$ cat src/rtl/branch_fu_if.sv
// Issue-side and CDB-side signal bundle for the branch functional unit.
`timescale 1ns/1ps
interface branch_fu_if #(
  parameter int XLEN      = 32,
  parameter int ROB_IDX_W = 5,
  parameter int PRF_IDX_W = 6
);
  logic                 squash;
  logic                 in_valid;
  logic                 in_ready;
  logic [2:0]           in_func;
  logic                 in_is_jal;
  logic                 in_is_jalr;
  logic [XLEN-1:0]      in_rs1;
  logic [XLEN-1:0]      in_rs2;
  logic [XLEN-1:0]      in_pc;
  logic [XLEN-1:0]      in_imm;
  logic                 in_pred_taken;
  logic [XLEN-1:0]      in_pred_target;
  logic [ROB_IDX_W-1:0] in_rob_idx;
  logic [PRF_IDX_W-1:0] in_prf_idx;
  logic                 out_valid;
  logic                 cdb_grant;
  logic [ROB_IDX_W-1:0] out_rob_idx;
  logic [PRF_IDX_W-1:0] out_prf_idx;
  logic [XLEN-1:0]      out_link;
  logic                 out_taken;
  logic [XLEN-1:0]      out_target;
  logic                 out_mispredict;

  modport master (
    output squash, in_valid, in_func, in_is_jal, in_is_jalr, in_rs1, in_rs2,
           in_pc, in_imm, in_pred_taken, in_pred_target, in_rob_idx, in_prf_idx,
           cdb_grant,
    input  in_ready, out_valid, out_rob_idx, out_prf_idx, out_link, out_taken,
           out_target, out_mispredict
  );

  modport slave (
    input  squash, in_valid, in_func, in_is_jal, in_is_jalr, in_rs1, in_rs2,
           in_pc, in_imm, in_pred_taken, in_pred_target, in_rob_idx, in_prf_idx,
           cdb_grant,
    output in_ready, out_valid, out_rob_idx, out_prf_idx, out_link, out_taken,
           out_target, out_mispredict
  );
endinterface

$ cat src/rtl/branch_fu.sv
// Two-stage branch resolution unit: S1 latches the issued op and resolves it,
// S2 holds the result until the CDB grants it.
`timescale 1ns/1ps
module branch_fu #(
  parameter int XLEN      = 32,
  parameter int ROB_IDX_W = 5,
  parameter int PRF_IDX_W = 6
) (
  input  logic     clock,
  input  logic     reset_n,
  branch_fu_if.slave bus
);

  typedef enum logic [2:0] {
    F_BEQ  = 3'b000,
    F_BNE  = 3'b001,
    F_BLT  = 3'b100,
    F_BGE  = 3'b101,
    F_BLTU = 3'b110,
    F_BGEU = 3'b111
  } func_e;

  logic                 s1_valid;
  logic [2:0]           s1_func;
  logic                 s1_is_jal;
  logic                 s1_is_jalr;
  logic [XLEN-1:0]      s1_rs1;
  logic [XLEN-1:0]      s1_rs2;
  logic [XLEN-1:0]      s1_pc;
  logic [XLEN-1:0]      s1_imm;
  logic                 s1_pred_taken;
  logic [XLEN-1:0]      s1_pred_target;
  logic [ROB_IDX_W-1:0] s1_rob_idx;
  logic [PRF_IDX_W-1:0] s1_prf_idx;

  logic                 s2_valid;
  logic [ROB_IDX_W-1:0] s2_rob_idx;
  logic [PRF_IDX_W-1:0] s2_prf_idx;
  logic [XLEN-1:0]      s2_link;
  logic                 s2_taken;
  logic [XLEN-1:0]      s2_target;
  logic                 s2_mispredict;

  logic                 s2_free;
  logic                 in_ready;
  logic                 s1_cond;
  logic                 s1_taken;
  logic [XLEN-1:0]      s1_target;
  logic [XLEN-1:0]      s1_link;
  logic [XLEN-1:0]      s1_next_pc;
  logic                 s1_mispredict;

  // S2 can take a new result when empty or when its current one leaves this edge;
  // a grant while S2 is empty is harmless because s2_free is already true.
  assign s2_free  = !s2_valid || bus.cdb_grant;
  assign in_ready = !bus.squash && (!s1_valid || s2_free);

  always_comb begin
    s1_cond = 1'b0;
    case (s1_func)
      F_BEQ:   s1_cond = (s1_rs1 == s1_rs2);
      F_BNE:   s1_cond = (s1_rs1 != s1_rs2);
      F_BLT:   s1_cond = ($signed(s1_rs1) <  $signed(s1_rs2));
      F_BGE:   s1_cond = ($signed(s1_rs1) >= $signed(s1_rs2));
      F_BLTU:  s1_cond = (s1_rs1 <  s1_rs2);
      F_BGEU:  s1_cond = (s1_rs1 >= s1_rs2);
      default: s1_cond = 1'b0;
    endcase
  end

  always_comb begin
    s1_link   = s1_pc + XLEN'(4);
    s1_target = s1_pc + s1_imm;
    s1_taken  = s1_cond;
    if (s1_is_jalr) begin
      s1_target = (s1_rs1 + s1_imm) & ~XLEN'(1);
      s1_taken  = 1'b1;
    end else if (s1_is_jal) begin
      s1_taken  = 1'b1;
    end
    s1_next_pc    = s1_taken ? s1_target : s1_link;
    s1_mispredict = (s1_taken != s1_pred_taken) ||
                    (s1_taken && (s1_target != s1_pred_target));
  end

  always_ff @(posedge clock or negedge reset_n) begin
    if (!reset_n) begin
      s1_valid       <= 1'b0;
      s1_func        <= '0;
      s1_is_jal      <= 1'b0;
      s1_is_jalr     <= 1'b0;
      s1_rs1         <= '0;
      s1_rs2         <= '0;
      s1_pc          <= '0;
      s1_imm         <= '0;
      s1_pred_taken  <= 1'b0;
      s1_pred_target <= '0;
      s1_rob_idx     <= '0;
      s1_prf_idx     <= '0;
    end else if (bus.squash) begin
      s1_valid <= 1'b0;
    end else if (in_ready) begin
      s1_valid <= bus.in_valid;
      if (bus.in_valid) begin
        s1_func        <= bus.in_func;
        s1_is_jal      <= bus.in_is_jal;
        s1_is_jalr     <= bus.in_is_jalr;
        s1_rs1         <= bus.in_rs1;
        s1_rs2         <= bus.in_rs2;
        s1_pc          <= bus.in_pc;
        s1_imm         <= bus.in_imm;
        s1_pred_taken  <= bus.in_pred_taken;
        s1_pred_target <= bus.in_pred_target;
        s1_rob_idx     <= bus.in_rob_idx;
        s1_prf_idx     <= bus.in_prf_idx;
      end
    end
  end

  always_ff @(posedge clock or negedge reset_n) begin
    if (!reset_n) begin
      s2_valid      <= 1'b0;
      s2_rob_idx    <= '0;
      s2_prf_idx    <= '0;
      s2_link       <= '0;
      s2_taken      <= 1'b0;
      s2_target     <= '0;
      s2_mispredict <= 1'b0;
    end else if (bus.squash) begin
      s2_valid <= 1'b0;
    end else if (s2_free) begin
      s2_valid <= s1_valid;
      if (s1_valid) begin
        s2_rob_idx    <= s1_rob_idx;
        s2_prf_idx    <= s1_prf_idx;
        s2_link       <= s1_link;
        s2_taken      <= s1_taken;
        s2_target     <= s1_next_pc;
        s2_mispredict <= s1_mispredict;
      end
    end
  end

  assign bus.in_ready       = in_ready;
  assign bus.out_valid      = s2_valid;
  assign bus.out_rob_idx    = s2_rob_idx;
  assign bus.out_prf_idx    = s2_prf_idx;
  assign bus.out_link       = s2_link;
  assign bus.out_taken      = s2_taken;
  assign bus.out_target     = s2_target;
  assign bus.out_mispredict = s2_mispredict;

endmodule

$ cat src/flat_wrapper.sv
// flat-port wrapper written by rule: the top's interface ports become plain ports
module branch_fu_flat 
#(
  parameter int XLEN      = 32,
  parameter int ROB_IDX_W = 5,
  parameter int PRF_IDX_W = 6
)
  (clock, reset_n, bus_squash, bus_in_valid, bus_in_func, bus_in_is_jal, bus_in_is_jalr, bus_in_rs1, bus_in_rs2, bus_in_pc, bus_in_imm, bus_in_pred_taken, bus_in_pred_target, bus_in_rob_idx, bus_in_prf_idx, bus_cdb_grant, bus_in_ready, bus_out_valid, bus_out_rob_idx, bus_out_prf_idx, bus_out_link, bus_out_taken, bus_out_target, bus_out_mispredict);
  branch_fu_if #(.XLEN(XLEN), .ROB_IDX_W(ROB_IDX_W), .PRF_IDX_W(PRF_IDX_W)) bus_i ();
  input  logic clock;
  input  logic reset_n;
  input wire logic [$bits(bus_i.squash)-1:0] bus_squash;
  input wire logic [$bits(bus_i.in_valid)-1:0] bus_in_valid;
  input wire logic [$bits(bus_i.in_func)-1:0] bus_in_func;
  input wire logic [$bits(bus_i.in_is_jal)-1:0] bus_in_is_jal;
  input wire logic [$bits(bus_i.in_is_jalr)-1:0] bus_in_is_jalr;
  input wire logic [$bits(bus_i.in_rs1)-1:0] bus_in_rs1;
  input wire logic [$bits(bus_i.in_rs2)-1:0] bus_in_rs2;
  input wire logic [$bits(bus_i.in_pc)-1:0] bus_in_pc;
  input wire logic [$bits(bus_i.in_imm)-1:0] bus_in_imm;
  input wire logic [$bits(bus_i.in_pred_taken)-1:0] bus_in_pred_taken;
  input wire logic [$bits(bus_i.in_pred_target)-1:0] bus_in_pred_target;
  input wire logic [$bits(bus_i.in_rob_idx)-1:0] bus_in_rob_idx;
  input wire logic [$bits(bus_i.in_prf_idx)-1:0] bus_in_prf_idx;
  input wire logic [$bits(bus_i.cdb_grant)-1:0] bus_cdb_grant;
  output wire logic [$bits(bus_i.in_ready)-1:0] bus_in_ready;
  output wire logic [$bits(bus_i.out_valid)-1:0] bus_out_valid;
  output wire logic [$bits(bus_i.out_rob_idx)-1:0] bus_out_rob_idx;
  output wire logic [$bits(bus_i.out_prf_idx)-1:0] bus_out_prf_idx;
  output wire logic [$bits(bus_i.out_link)-1:0] bus_out_link;
  output wire logic [$bits(bus_i.out_taken)-1:0] bus_out_taken;
  output wire logic [$bits(bus_i.out_target)-1:0] bus_out_target;
  output wire logic [$bits(bus_i.out_mispredict)-1:0] bus_out_mispredict;
  assign bus_i.squash = bus_squash;
  assign bus_i.in_valid = bus_in_valid;
  assign bus_i.in_func = bus_in_func;
  assign bus_i.in_is_jal = bus_in_is_jal;
  assign bus_i.in_is_jalr = bus_in_is_jalr;
  assign bus_i.in_rs1 = bus_in_rs1;
  assign bus_i.in_rs2 = bus_in_rs2;
  assign bus_i.in_pc = bus_in_pc;
  assign bus_i.in_imm = bus_in_imm;
  assign bus_i.in_pred_taken = bus_in_pred_taken;
  assign bus_i.in_pred_target = bus_in_pred_target;
  assign bus_i.in_rob_idx = bus_in_rob_idx;
  assign bus_i.in_prf_idx = bus_in_prf_idx;
  assign bus_i.cdb_grant = bus_cdb_grant;
  assign bus_in_ready = bus_i.in_ready;
  assign bus_out_valid = bus_i.out_valid;
  assign bus_out_rob_idx = bus_i.out_rob_idx;
  assign bus_out_prf_idx = bus_i.out_prf_idx;
  assign bus_out_link = bus_i.out_link;
  assign bus_out_taken = bus_i.out_taken;
  assign bus_out_target = bus_i.out_target;
  assign bus_out_mispredict = bus_i.out_mispredict;
  branch_fu #(.XLEN(XLEN), .ROB_IDX_W(ROB_IDX_W), .PRF_IDX_W(PRF_IDX_W)) u_core (.clock(clock), .reset_n(reset_n), .bus(bus_i));
endmodule
$ cat config.mk
export PLATFORM = sky130hd
export DESIGN_NAME = branch_fu_flat
export DESIGN_NICKNAME = d
export VERILOG_FILES = /design/src/rtl/branch_fu_if.sv /design/src/rtl/branch_fu.sv /design/src/flat_wrapper.sv
export SDC_FILE = /design/constraint.sdc
export NUM_CORES = 1
export LEC_CHECK = 0
export CAP_MARGIN = 10
export CORE_MARGIN = 1.5
export CORE_UTILIZATION = 50
export DETAILED_ROUTE_END_ITERATION = 6
export GPL_TIMING_DRIVEN = 0
export PLACE_DENSITY_LB_ADDON = 0.08
export RECOVER_POWER = 100
export SLEW_MARGIN = 25
export SYNTH_ARGS = -nofsm -noshare
export SYNTH_HDL_FRONTEND = slang
export SYNTH_SLANG_ARGS = --single-unit
$ cat constraint.sdc
create_clock -name clock -period 4.4 [get_ports clock]
set_input_delay 0.44 -clock clock [delete_from_list [all_inputs] [get_ports clock]]
set_output_delay 0.44 -clock clock [all_outputs]
set_load 0.1 [all_outputs]
# Yosys cells after proc, flatten, opt, wreduce, memory -nomap -nowiden
# Cells that the tools add are included.
[totals] regBits=256 latch_bits=0 ramBits=0 mem_bits_ro=0 out_inout_bits=79 wordCells=58 memories=0
[classes] n_addsub=3 multipliers=0 n_div=0 n_lt_le_gt_ge=4 n_eq_ne=9 shift=0 mux=9 n_bitwise=1 reduce_logical=13
[op_table] operator="32-bit adder" count=2
[op_table] operator="32-bit >= comparator" count=2
[op_table] operator="32-bit less-than comparator" count=2
[op_table] operator="32-bit 2-to-1 mux" count=2
[op_table] operator="32-bit != test" count=2
[op_table] operator="32-bit by 3-bit adder with 32-bit output (second input constant)" count=1
[op_table] operator="32-bit == test" count=1
[op_table] operator="3-bit == test (second input constant)" count=4
[op_table] operator="1-bit 2-to-1 mux" count=6
[op_table] operator="1-bit case mux with 6 select lines" count=1
[op_table] operator="3-bit AND reduction" count=2
[op_table] operator="2-bit nonzero test" count=2
[op_table] operator="3-bit by 1-bit == test with 1-bit output (second input constant)" count=1
[op_table] operator="1-bit zero test" count=3
[op_table] operator="3-bit zero test" count=1
[op_table] operator="1-bit logical OR" count=3
[op_table] operator="1-bit logical AND" count=2
[op_table] operator="1-bit != test" count=1
[op_table] operator="1-bit inverter" count=1

# Logic depth before layout (Yosys ltp)
# Gate-level depths: netlist (run 1).
[depth] ltp_word=6 mapped_depth=14 ltp_nobuf=13

# Least setup slack after synthesis (run 1)
# Ideal clock, no wire load.
[synth_path] path_type="register -> register" from="register u_core.s2_valid, in the netlist u_core.bus.out_valid" to="register u_core.s1_imm[15]" setup_time_ns=0.125 arrival_time_ns=3.770 required_ns=4.275 slack_ns=0.505 stages_incl_launch_ff=7 n_path_buf=2 cell_sequence="dfrtp_1 > nor2b_1 > a21oi_1 > nand2_1 > buf_1 > clkbuf_1 > mux2_2"
[synth_via] elab_chain_len=5
[synth_rtl] element="from (decl)" line_no="branch_fu.sv:36" source="logic s2_valid;"
[synth_rtl] element="from (signal assigned)" line_no="branch_fu.sv:132" source="s2_valid <= s1_valid;"
[synth_rtl] element="1-bit zero test" line_no="branch_fu.sv:55" source="assign s2_free = !s2_valid || bus.cdb_grant;"
[synth_rtl] element="1-bit logical OR" line_no="branch_fu.sv:55"
[synth_rtl] element="1-bit logical OR" line_no="branch_fu.sv:56" source="assign in_ready = !bus.squash && (!s1_valid || s2_free);"
[synth_rtl] element="1-bit logical AND" line_no="branch_fu.sv:56"
[synth_rtl] element="via bus_in_ready" line_no="flat_wrapper.sv:26" source="output wire logic [$bits(bus_i.in_ready)-1:0] bus_in_ready;"
[synth_rtl] element="3-bit AND reduction (no line)"
[synth_rtl] element="to (signal assigned)" line_no="branch_fu.sv:111" source="s1_imm <= bus.in_imm;"
[synth_rtl] element="to (decl)" line_no="branch_fu.sv:30" source="logic [XLEN-1:0] s1_imm;"
# The timed path passes the listed nets, and every way through them passes these cells.
# A chain may end at the register's enable or synchronous reset.

# Worst setup path in the final report (run 1)
[layout_path] from="register u_core.s1_rs1[31]" to="register u_core.s2_target[12], in the netlist u_core.bus.out_target[12]"
[layout_via] elab_chain_len=5
[layout_rtl] element="from (decl)" line_no="branch_fu.sv:27" source="logic [XLEN-1:0] s1_rs1;"
[layout_rtl] element="from (signal assigned)" line_no="branch_fu.sv:108" source="s1_rs1 <= bus.in_rs1;"
[layout_rtl] element="32-bit >= comparator, or another cell as far along" line_no="branch_fu.sv:66" source="F_BGEU: s1_cond = (s1_rs1 >= s1_rs2);"
[layout_rtl] element="1-bit case mux with 6 select lines (*)" line_no="branch_fu.sv:60" source="case (s1_func)"
[layout_rtl] element="1-bit 2-to-1 mux (*)" line_no="branch_fu.sv:78" source="end else if (s1_is_jal) begin"
[layout_rtl] element="1-bit 2-to-1 mux (*)" line_no="branch_fu.sv:75" source="if (s1_is_jalr) begin"
[layout_rtl] element="32-bit 2-to-1 mux (*)" line_no="branch_fu.sv:81" source="s1_next_pc = s1_taken ? s1_target : s1_link;"
[layout_rtl] element="to (signal assigned)" line_no="branch_fu.sv:138" source="s2_target <= s1_next_pc;"
[layout_rtl] element="to (decl)" line_no="branch_fu.sv:41" source="logic [XLEN-1:0] s2_target;"
# Every way passes the cells marked *; elsewhere a longest branch is shown, timed or not.

==> metrics.md, run 1 <==
| Metric | Value |
|---|---|
| Cell breakdown of the critical path | `ha_1 -> nand4_1 -> nor4_1 -> nand3_1 -> xnor2_1 -> o22ai_1 -> a41o_1 -> o41ai_4 -> buf_4 -> clkbuf_1 -> clkbuf_1 -> a21oi_1 -> o21ai_1` |
| Int Pwr | `6079 uW` |
| Core ar. | `30,750 um^2` |
| Ys async rst share | `between 90% and 100%` |
| FILL cells | `2,597` |
| Hold Vio Cnt, Final | `0` |
| Yosys warns | `0` |
| CTS Buffer Depth | `3` |
| Via count | `13,180` |
| Pwr/cell area | `585.6 nW/um^2` |
| Initial Utilization | `50.99%` |
| Worst slew pin tran | `1818 ps` |
| H-tree depth | `1` |
| Die height | `180.1 um` |
| Synth cell types | `80` |
| Sequential fraction of the synthesis area | `40.86%` |
| Ranking of synthesized cells by area | `dfrtp_1 (41%), mux2_2 (13%), ha_1 (7.5%)` |
| Max-cap violations | `1` |
| Mapped Nets | `1,874` |
| Ratio of cells with drive above 1 in the final layout | `14.18%` |
| Number of port buffers | `260` |
| Nets | `2,169` |
| WP data required | `just under 5000 ps` |
| Pre-CTS WS | `-167.7 ps` |
| Final setup fails | `0` |
| Worst skew pair latency | `560 ps` |
| DRT antenna net count | `0` |
| Iter 0 DRT Violations | `1,016` |
| Most frequent cells in the layout | `dfrtp_1 (256), nand2_1 (219), mux2_2 (183)` |
| Critical Path End Type | `register` |
| Final wirelength | `roughly 48,000 um` |
| Top FF cell, synth | `dfrtp_1` |
| Reg area | `around 6400 um^2` |
| CTS tree | `done` |
| Congestion Overflow GR | `0` |
| Syn_area_per_cell | `9.824 um^2` |
| Register share of total power | `28.2%` |
| Vias in the first global route | `about 13,000` |
| Routed WL per cell | `20.60 um` |
| Switch Pwr | `5480 uW` |
| Crit path max fanout | `10` |
| Multi-input gate area | `between 8000 and 9000 um^2` |
| Mapped Cells | `1,596` |
| Unrepaired setup endpoints after global routing | `no` |
| # DRC | `25` |
| Comb pwr share | `51.5%` |
| CP most frequent cell | `clkbuf_1` |
| Slew margin rel. | `-21.21%` |
| Clock slew at reported path FFs | `60 ps` |
| Reg2Reg Depth | `13` |
| FF-to-FF End | `u_core.bus.out_target[12]` |
| Sink Count | `256` |
| R2R Setup Slk | `between 100 and 150 ps` |
| Clock power frac | `20.2%` |
| Fmax achieved | `roughly 230 MHz` |
| Fin. max-slew vios | `74` |
| Hold Slack | `465.8 ps` |
| Gpl congestion | `just over 0.9` |
| Status | `complete, but fails checks` |
| Largest net degree at the start of global routing | `94` |
| Hold Crit Endpoint | `u_core.bus.out_rob_idx[4]` |
| Power consumption | `11,560 uW` |
| Tcrit/Tclk final | `97.35%` |
| Layout Area Growth over Synthesis | `25.90%` |
| Initial antenna violation count | `0` |
| Cell taking the most area after synthesis | `dfrtp_1` |
| Ant diodes | `0` |
| Slack of the critical path | `116.5 ps` |
| Full die area | `32,430 um^2` |
| DR vias/cell | `roughly 5.7` |
| GRT Overall Usage | `between 20 and 30%` |
| Worst Setup Path Type | `reg -> reg` |
| EDFF count, synth | `0` |
| Worst Hold Class | `reg -> reg` |
| Leakage Power | `0.008674 uW` |
| Hold path start | `u_core.s1_rob_idx[4]` |
| CP startpoint kind | `register` |
| Final clock skew | `16.89 ps` |
| Layout Utilization | `64.20%` |
| CP max stage delay | `a little over 600 ps` |
| Post-synthesis instance area | `15,680 um^2` |
| I/O pin cnt | `approximately 260` |
| Min cycle time layout | `4283 ps` |
| First-pass GRT wire length | `roughly 73,000 um` |
| Sw frac | `a little under half` |
| Worst flop-to-flop path startpoint | `u_core.s1_rs1[31]` |
| TritonCTS Buffers | `27` |
| TritonRoute pass-1 iters | `7` |
| Synth top area share | `around two fifths` |
| Hpwl dp | `37,900 um` |
| Worst vdd ir | `0.0003924 V` |
| Row cnt | `64` |
| Register bit total from synthesis | `256` |
| WP data arrival | `4750 ps` |
| Slowest-stage cell, CP | `nor4_1` |
| Violated checks | `design-rule violations, max-capacitance violations, max-slew violations` |
| Clock root buffer | `clkbuf_16` |
| Commonest non-fill, non-tap cell in the layout | `dfrtp_1` |
| WHS Path Cells | `2` |
| Die Wd | `180.1 um` |
area by class of cell:
type | count | share of cell area (%)
inverters | 45 | 0.8557
repair buffers | 266 | 13.38
clock buffers | 33 | 3.740
flip-flops and latches | 256 | 32.45
plain buffers | 75 | 1.496
clock inverters | 16 | 0.8557
multi-input cells | 1220 | 44.71
well taps | 396 | 2.510
routing by layer:
| layer | up-vias | GRT usage [%] | wire length [um] |
|---|---|---|---|
| met5 | - | 0 | 0 |
| met4 | 0 | 9.210 | 1426 |
| met3 | 70 | 5.194 | 3580 |
| met2 | 469 | 47.04 | 21380 |
| met1 | 6340 | 40.08 | 21150 |
| li1 | 6301 | - | - |
power groups by stage:
stage | registers, uW | logic (uW) | clock network, uW
floorplan | 4870 | 2680 | 0
global placement | 3290 | 5900 | 0
detailed placement | 3310 | 5960 | 0
CTS | 3270 | 5990 | 2380
global route | 3330 | 6360 | 2480
finish | 3260 | 5960 | 2340
state kept, by name, indices dropped and copies added (netlist names):
| name | flops |
|---|---|
| u_core.bus.out_link | 32 |
| u_core.bus.out_mispredict | 1 |
| u_core.s1_pred_taken | 1 |
| u_core.s1_rob_idx | 5 |
| u_core.bus.out_prf_idx | 6 |
| u_core.s1_valid | 1 |
| u_core.bus.out_valid | 1 |
| u_core.s1_func | 3 |
| u_core.s1_is_jalr | 1 |
| u_core.s1_rs1 | 32 |
| u_core.bus.out_rob_idx | 5 |
| u_core.bus.out_target | 32 |
| u_core.s1_pred_target | 32 |
| u_core.bus.out_taken | 1 |
| u_core.s1_imm | 32 |
| u_core.s1_is_jal | 1 |
| u_core.s1_pc | 32 |
| u_core.s1_prf_idx | 6 |
| u_core.s1_rs2 | 32 |
worst max-delay path, delay by kind of cell (launching register included):
| kind | cells | cell delay (ps) |
|---|---|---|
| xor+xnor | 1 | 240 |
| buf+inv | 3 | 870 |
| fa+ha+maj | 1 | 360 |
| compound gates | 5 | 1060 |
| simple gates | 3 | 1240 |
| flops | 1 | 410 |
Yosys cell counts, drive strengths merged (4+ instances only):
| master | count |
|---|---|
| nor3 | 21 |
| o21a | 5 |
| nand3b | 4 |
| nor2b | 6 |
| nor4 | 9 |
| nor2 | 86 |
| a21o | 24 |
| nand4 | 34 |
| o21ai | 106 |
| nor3b | 4 |
| mux2 | 183 |
| o211ai | 11 |
| nor4b | 5 |
| o21bai | 7 |
| mux2i | 21 |
| and2 | 4 |
| o31ai | 6 |
| and3 | 11 |
| or3 | 10 |
| xnor2 | 45 |
| clkbuf | 55 |
| nand2b | 8 |
| and4 | 5 |
| dfrtp | 256 |
| a31oi | 12 |
| inv | 45 |
| buf | 20 |
| a21oi | 103 |
| nand2 | 220 |
| a211oi | 21 |
| xor2 | 66 |
| a21boi | 4 |
| ha | 94 |
| nand3 | 33 |
worst max path at each step:
stage / from / endpoint / slack [ps] / cells past startpoint
4_1_cts: u_core.s1_imm[0] / u_core.bus.out_mispredict / 30 / 13
2_1_floorplan: u_core.bus.out_valid / u_core.s1_imm[15] / 500 / 6
3_3_place_gp: reset_n / u_core.s1_rs1[26] / -7980 / 1
3_5_place_dp: u_core.s1_imm[0] / u_core.bus.out_mispredict / -170 / 13
5_1_grt: u_core.s1_rs1[31] / u_core.bus.out_target[27] / 30 / 14
6_report: u_core.s1_rs1[31] / u_core.bus.out_target[12] / 120 / 13
kinds of logic after synthesis:
logic type | Yosys count | share of synthesized area, %
fa+ha+maj | 96 | 7.757
flops | 256 | 40.86
mux | 204 | 14.48
compound gates | 336 | 13.62
buf+inv | 120 | 2.969
xor+xnor | 112 | 6.344
simple gates | 472 | 13.97
per-stage QoR:
step / instances / TNS, ps / instance area [um^2]
6_report: 2307 / 0 / 19740
5_1_grt: 2307 / 0 / 19740
4_1_cts: 2304 / 0 / 19760
3_5_place_dp: 2254 / -167.7 / 18840
3_3_place_gp: 2252 / -2034980 / 18780
2_1_floorplan: 1596 / 0 / 15680
repair_timing:
| action | in CTS | in global routing |
|---|---|---|
| gates resized for setup | 1 | 2 |
| endpoints found under the hold margin | 71 | 0 |
| setup endpoints to repair | 1 | 5 |
| hold buffers | 1 | 0 |
| pin swaps | 0 | 1 |
| buffers inserted | 0 | 3 |
Note: power is estimated with default switching activity, not from simulation.
==> inputs of run 2 (changes only) <==
- CAP_MARGIN: 10 -> 15
- PLACE_DENSITY_LB_ADDON: 0.08 -> 0.1
- SKIP_LAST_GASP: default -> 1
==> run 2 against run 1 <==
Effect of this change: the flow still finishes with violations (design-rule violations, max-capacitance violations, max-slew violations); die area unchanged; flip-flop and latch count unchanged; sequential share of layout area about the same; utilization decreased by 0.077 points; worst setup slack improved by 170 ps; clock skew decreased by 9.5 ps; critical path depth unchanged; count of clock-buffer cells in the layout increased by 8; global-route usage increased by 0.072 points; register-to-register slack improved by 170 ps; critical endpoint is now u_core.bus.out_mispredict.
==> metrics.md, run 2 (synthesis results as in run 1) <==
| Metric | Value |
|---|---|
| Status | `complete, but fails checks` |
| Violated checks | `design-rule violations, max-capacitance violations, max-slew violations` |
| Initial Utilization | `about half` |
| Full die area | `between 30,000 and 40,000 um^2` |
| CTS tree | `done` |
| I/O pin cnt | `about 260` |
| Design area | `around 20,000 um^2` |
| Unrepaired setup endpoints after global routing | `no` |
| Worst slew pin tran | `1813 ps` |
| Ratio of cells with drive above 1 in the final layout | `13.83%` |
| Clock root buffer | `clkbuf_16` |
| CP startpoint kind | `register` |
| Largest net degree at the start of global routing | `95` |
| Worst Hold Class | `reg -> reg` |
| Gpl congestion | `about 0.94` |
| TritonRoute pass-1 iters | `7` |
| Nets | `2,168` |
| Via count | `13,158` |
| Worst Setup Path Type | `reg -> reg` |
| Row cnt | `64` |
| Post-DP Area | `18,840 um^2` |
| Iter 0 DRT Violations | `1,031` |
| Cell breakdown of the critical path | `ha_1 -> fa_1 -> a21o_1 -> a221oi_4 -> xor2_1 -> xnor2_1 -> o31ai_4 -> nand4_1 -> nor4_1 -> nand4_1 -> nor4_1 -> and3_1 -> a21oi_1` |
| # DRC | `52` |
| Worst skew pair latency | `560 ps` |
| Final setup fails | `0` |
| CP max stage delay | `approximately 460 ps` |
| Max-cap violations | `1` |
| Commonest non-fill, non-tap cell in the layout | `dfrtp_1` |
| Crit path buf inv count | `0` |
| TritonCTS Buffers | `28` |
| Die height | `180.1 um` |
| Crit path max fanout | `5` |
| Slowest-stage cell, CP | `dfrtp_1` |
| Most frequent cells in the layout | `dfrtp_1 (256), nand2_1 (219), mux2_2 (182)` |
| Tcrit/Tclk final | `a little over 90%` |
| Min cycle time layout | `4117 ps` |
| Fmax achieved | `242.9 MHz` |
| Hold Vio Cnt, Final | `0` |
| Leakage Power | `0.008650 uW` |
| Clock slew at reported path FFs | `60 ps` |
| CTS Buffer Depth | `3` |
| Power consumption | `11,420 uW` |
| Routed WL per cell | `20.49 um` |
| Initial antenna violation count | `1` |
| Final clock skew | `7.372 ps` |
| Placed Instances | `2,254` |
| H-tree depth | `1` |
| Hpwl dp | `37,890 um` |
| GRT Overall Usage | `29.25%` |
| Worst vdd ir | `0.0003465 V` |
| Layout Area Growth over Synthesis | `25.75%` |
| CP delay by family, top | `simple AND/OR/NAND/NOR gates` |
| Pwr/cell area | `579.3 nW/um^2` |
| First-pass GRT wire length | `73,870 um` |
| Slew margin rel. | `-20.84%` |
| Vias in the first global route | `13,145` |
| Core ar. | `30,750 um^2` |
| DRT antenna net count | `0` |
| Number of port buffers | `between 200 and 300` |
| Critical Path End Type | `register` |
| Final Non-Filler Cells | `approximately 2,300` |
| WP data required | `between 4000 and 5000 ps` |
| Final wirelength | `around 47,000 um` |
| Die Wd | `180.1 um` |
| WP data arrival | `4560 ps` |
| Sink Count | `256` |
| Fin. max-slew vios | `74` |
| DR vias/cell | `around 5.7` |
| Congestion Overflow GR | `0` |
| TNS Setup | `0 ps` |
run 2: cell count changes in the layout (fill, tap and decap cells not counted), moves of 2 or more:
cell	change
inv_6	-2
clkbuf_1	+4
o21ai_0	+3
bufinv_16	-3
buf_4	-2
o21ai_1	-3
clkinv_2	-4
run 2: power breakdown:
part | total [uW] | switching, uW | internal (uW)
combinational | 5940 | 4060 | 1880
clock | 2220 | 962 | 1260
sequential | 3260 | 428 | 2840
run 2: worst paths after layout:
kind,endpoint,startpoint,cells past startpoint,slack [ps]
setup reg to reg,u_core.bus.out_mispredict,u_core.s1_pc[0],13,280
min in group asynchronous,u_core.bus.out_link[13],reset_n,2,920
setup / recovery,u_core.bus.out_mispredict,u_core.s1_pc[0],13,280
max in group asynchronous,u_core.s1_rs2[27],reset_n,3,1250
hold / removal,u_core.bus.out_rob_idx[0],u_core.s1_rob_idx[0],2,450
hold reg to reg,u_core.bus.out_rob_idx[0],u_core.s1_rob_idx[0],2,450
run 2: layout make-up:
cell class,count,area [um^2]
plain buffers,75,296.5
clock inverters,8,71.32
repair buffers,264,2643
diodes,1,2.502
inverters,45,168.9
flip-flops and latches,256,6406
multi-input cells,1220,8833
clock buffers,41,799.5
well taps,396,495.5
fillers,2527,11030
run 2: routing by layer:
| metal | vias up | global-route usage (%) | part of all wire [%] |
|---|---|---|---|
| li1 | 6307 | - | - |
| met1 | 6359 | 40.79 | 45 |
| met2 | 436 | 47.52 | 46 |
| met3 | 56 | 4.527 | 6.5 |
| met4 | 0 | 8.034 | 2.6 |
| met5 | - | 0 | 0 |
run 2: metrics by stage:
step	hold slack, ps	utilization (%)	setup WS, ps
finish	452.9	64.12	282.5
global route	469.4	64.11	68.49
CTS	452.7	64.17	81.24
floorplan	144.4	-	504.9
global placement	437.7	61.06	-7934
detailed placement	447.6	61.26	-196.6
run 2: tightest hold or removal path, delay by kind of cell, from the launching register on:
family | cells | cell delay [ps]
AND/OR/NAND/NOR | 2 | 90
flip-flops | 1 | 330
run 2: timing repair:
| item | 4_1_cts | 5_1_grt |
|---|---|---|
| setup buffers | 0 | 1 |
| hold endpoints to repair | 71 | 0 |
| endpoints found under the setup margin | 1 | 5 |
| hold buffers | 1 | 0 |
| cloned | 0 | 0 |
| pin swaps | 0 | 1 |
| gates resized for setup | 2 | 1 |
==> inputs of run 3 (changes only) <==
- SETUP_SLACK_MARGIN: default -> 0.15
==> run 3 against run 2 <==
Effect of this change: the flow still finishes with violations (design-rule violations, max-capacitance violations, max-slew violations); non-clock buffer count grew 2; combinational power is essentially flat; fmax grew 1.3%; first-iteration DRC count grew 6.3%; largest cell class unchanged; sequential share of layout area is essentially flat; largest power group unchanged; clock power is essentially flat; critical path depth shrank 1; clock skew grew 1.5 ps.
==> metrics.md, run 3 (synthesis results as in run 1) <==
| Metric | Value |
|---|---|
| Core ar. | `30,750 um^2` |
| Final wirelength | `47,320 um` |
| Critical Path End Type | `register` |
| Hpwl dp | `between 30,000 and 40,000 um` |
| Min cycle time layout | `4064 ps` |
| Slack of the critical path | `335.7 ps` |
| Most frequent cells in the layout | `dfrtp_1 (256), nand2_1 (219), mux2_2 (182)` |
| Sink Count | `between 200 and 300` |
| CP startpoint kind | `register` |
| FILL cells | `2,530` |
| Die height | `roughly 180 um` |
| Worst Hold Class | `reg -> reg` |
| DR vias/cell | `5.716` |
| DRT antenna net count | `0` |
| Routed WL per cell | `20.51 um` |
| Worst flop-to-flop path startpoint | `u_core.s1_rs1[31]` |
| Congestion Overflow GR | `0` |
| WP data arrival | `around 4500 ps` |
| # DRC | `27` |
| I/O pin cnt | `261` |
| Initial Utilization | `50.99%` |
| Iter 0 DRT Violations | `about 1,100` |
| Pre-CTS WS | `-196.6 ps` |
| Post-DP Area | `18,840 um^2` |
| GRT Overall Usage | `roughly 29%` |
| Crit path max fanout | `10` |
| WHS Path Cells | `2` |
| Worst slew pin tran | `1794 ps` |
| Initial antenna violation count | `1` |
| Hold Vio Cnt, Final | `0` |
| Max-cap violations | `1` |
| Die Wd | `180.1 um` |
| Clock root buffer | `clkbuf_16` |
| Largest net degree at the start of global routing | `95` |
| Row cnt | `64` |
| Pwr/cell area | `579.5 nW/um^2` |
| CTS Buffer Depth | `3` |
| WP data required | `4820 ps` |
| Clock slew at reported path FFs | `roughly 60 ps` |
| Fmax achieved | `246.0 MHz` |
| TritonRoute pass-1 iters | `7` |
| Full die area | `roughly 32,000 um^2` |
| Tcrit/Tclk final | `92.37%` |
| Vias in the first global route | `13,170` |
| Worst Setup Path Type | `reg -> reg` |
| Number of port buffers | `260` |
| Unrepaired setup endpoints after global routing | `yes` |
| Hold path start | `u_core.s1_rob_idx[0]` |
| Via count | `13,187` |
| Power consumption | `11,430 uW` |
| Violated checks | `design-rule violations, max-capacitance violations, max-slew violations` |
| Slew margin rel. | `-19.59%` |
| TritonCTS Buffers | `28` |
| TNS Setup | `0 ps` |
| H-tree depth | `1` |
| Fin. max-slew vios | `74` |
| First-pass GRT wire length | `roughly 74,000 um` |
| Critical Path Start | `u_core.s1_rs1[31]` |
| Gpl congestion | `0.9376` |
| Ratio of cells with drive above 1 in the final layout | `13.81%` |
| Hold Slack | `453.6 ps` |
| Worst vdd ir | `approximately 0.00035 V` |
| Design area | `slightly below 20,000 um^2` |
| Worst skew pair latency | `560 ps` |
| Nets | `2,170` |
| Layout Area Growth over Synthesis | `25.81%` |
| Final setup fails | `0` |
| CTS tree | `done` |
| Status | `complete, but fails checks` |
| Commonest non-fill, non-tap cell in the layout | `dfrtp_1` |
| Final clock skew | `8.903 ps` |
| Ant diodes | `0` |
| Leakage Power | `0.008649 uW` |
| Reg2Reg Depth | `12` |
[run 3: changes by cell type in the layout (fill, tap and decap cells not counted), sizes merged]
cell,before,now
clkbuf,106,108
diode,1,0
[run 3: path summary, 6_finish.rpt]
path / slack [ps] / endpoint
worst min-delay path: 450 / u_core.bus.out_rob_idx[0]
max in group asynchronous: 1250 / u_core.s1_imm[23]
min in group asynchronous: 910 / u_core.bus.out_link[13]
worst min register to register: 450 / u_core.bus.out_rob_idx[0]
worst max-delay path: 340 / u_core.bus.out_target[7]
worst max register to register: 340 / u_core.bus.out_target[7]
[run 3: what timing repair did]
action                                 in CTS  in global routing
hold buffers                                1                  0
setup endpoints to repair                   1                  5
pin swaps                                   1                  0
gates resized for setup                     3                  2
endpoints found under the hold margin      71                  0
buffers inserted                            3                  0
[run 3: cell type report]
cell class	count	area (um^2)	area share (%)
inverters	45	168.9	0.8563
clock buffers	41	799.5	4.053
plain buffers	75	292.8	1.484
well taps	396	495.5	2.512
clock inverters	8	71.32	0.3616
repair buffers	266	2645	13.41
multi-input cells	1220	8846	44.85
flip-flops and latches	256	6406	32.48
[run 3: worst max-delay path, cell delays in order (launching register included)]
cell,delay (ps)
dfrtp_1,410
ha_1,360
nand4_1,280
nor4_2,460
nand3_1,320
xnor2_1,230
o22ai_1,110
a41o_1,270
o41ai_4,350
buf_4,250
clkbuf_1,480
mux2i_1,310
o21ai_0,100
[run 3: per-stage QoR]
stage / utilization, % / instances
floorplan: - / 1596
global route: 64.15 / 2307
detailed placement: 61.26 / 2254
finish: 64.15 / 2307
CTS: 64.26 / 2307
global placement: 61.06 / 2252
[run 3: layer usage]
metal  global-route usage, %  wire, um
met3                   4.426      2895
met5                       0        13
met2                   47.60     21650
met4                   8.101      1220
met1                   40.89     21540
[run 3: power breakdown]
part | switching [uW] | total, uW | internal [uW]
Sequential | 430 | 3270 | 2840
Combinational | 4060 | 5940 | 1880
Clock | 963 | 2220 | 1260
Total | 5460 | 11400 | 5970
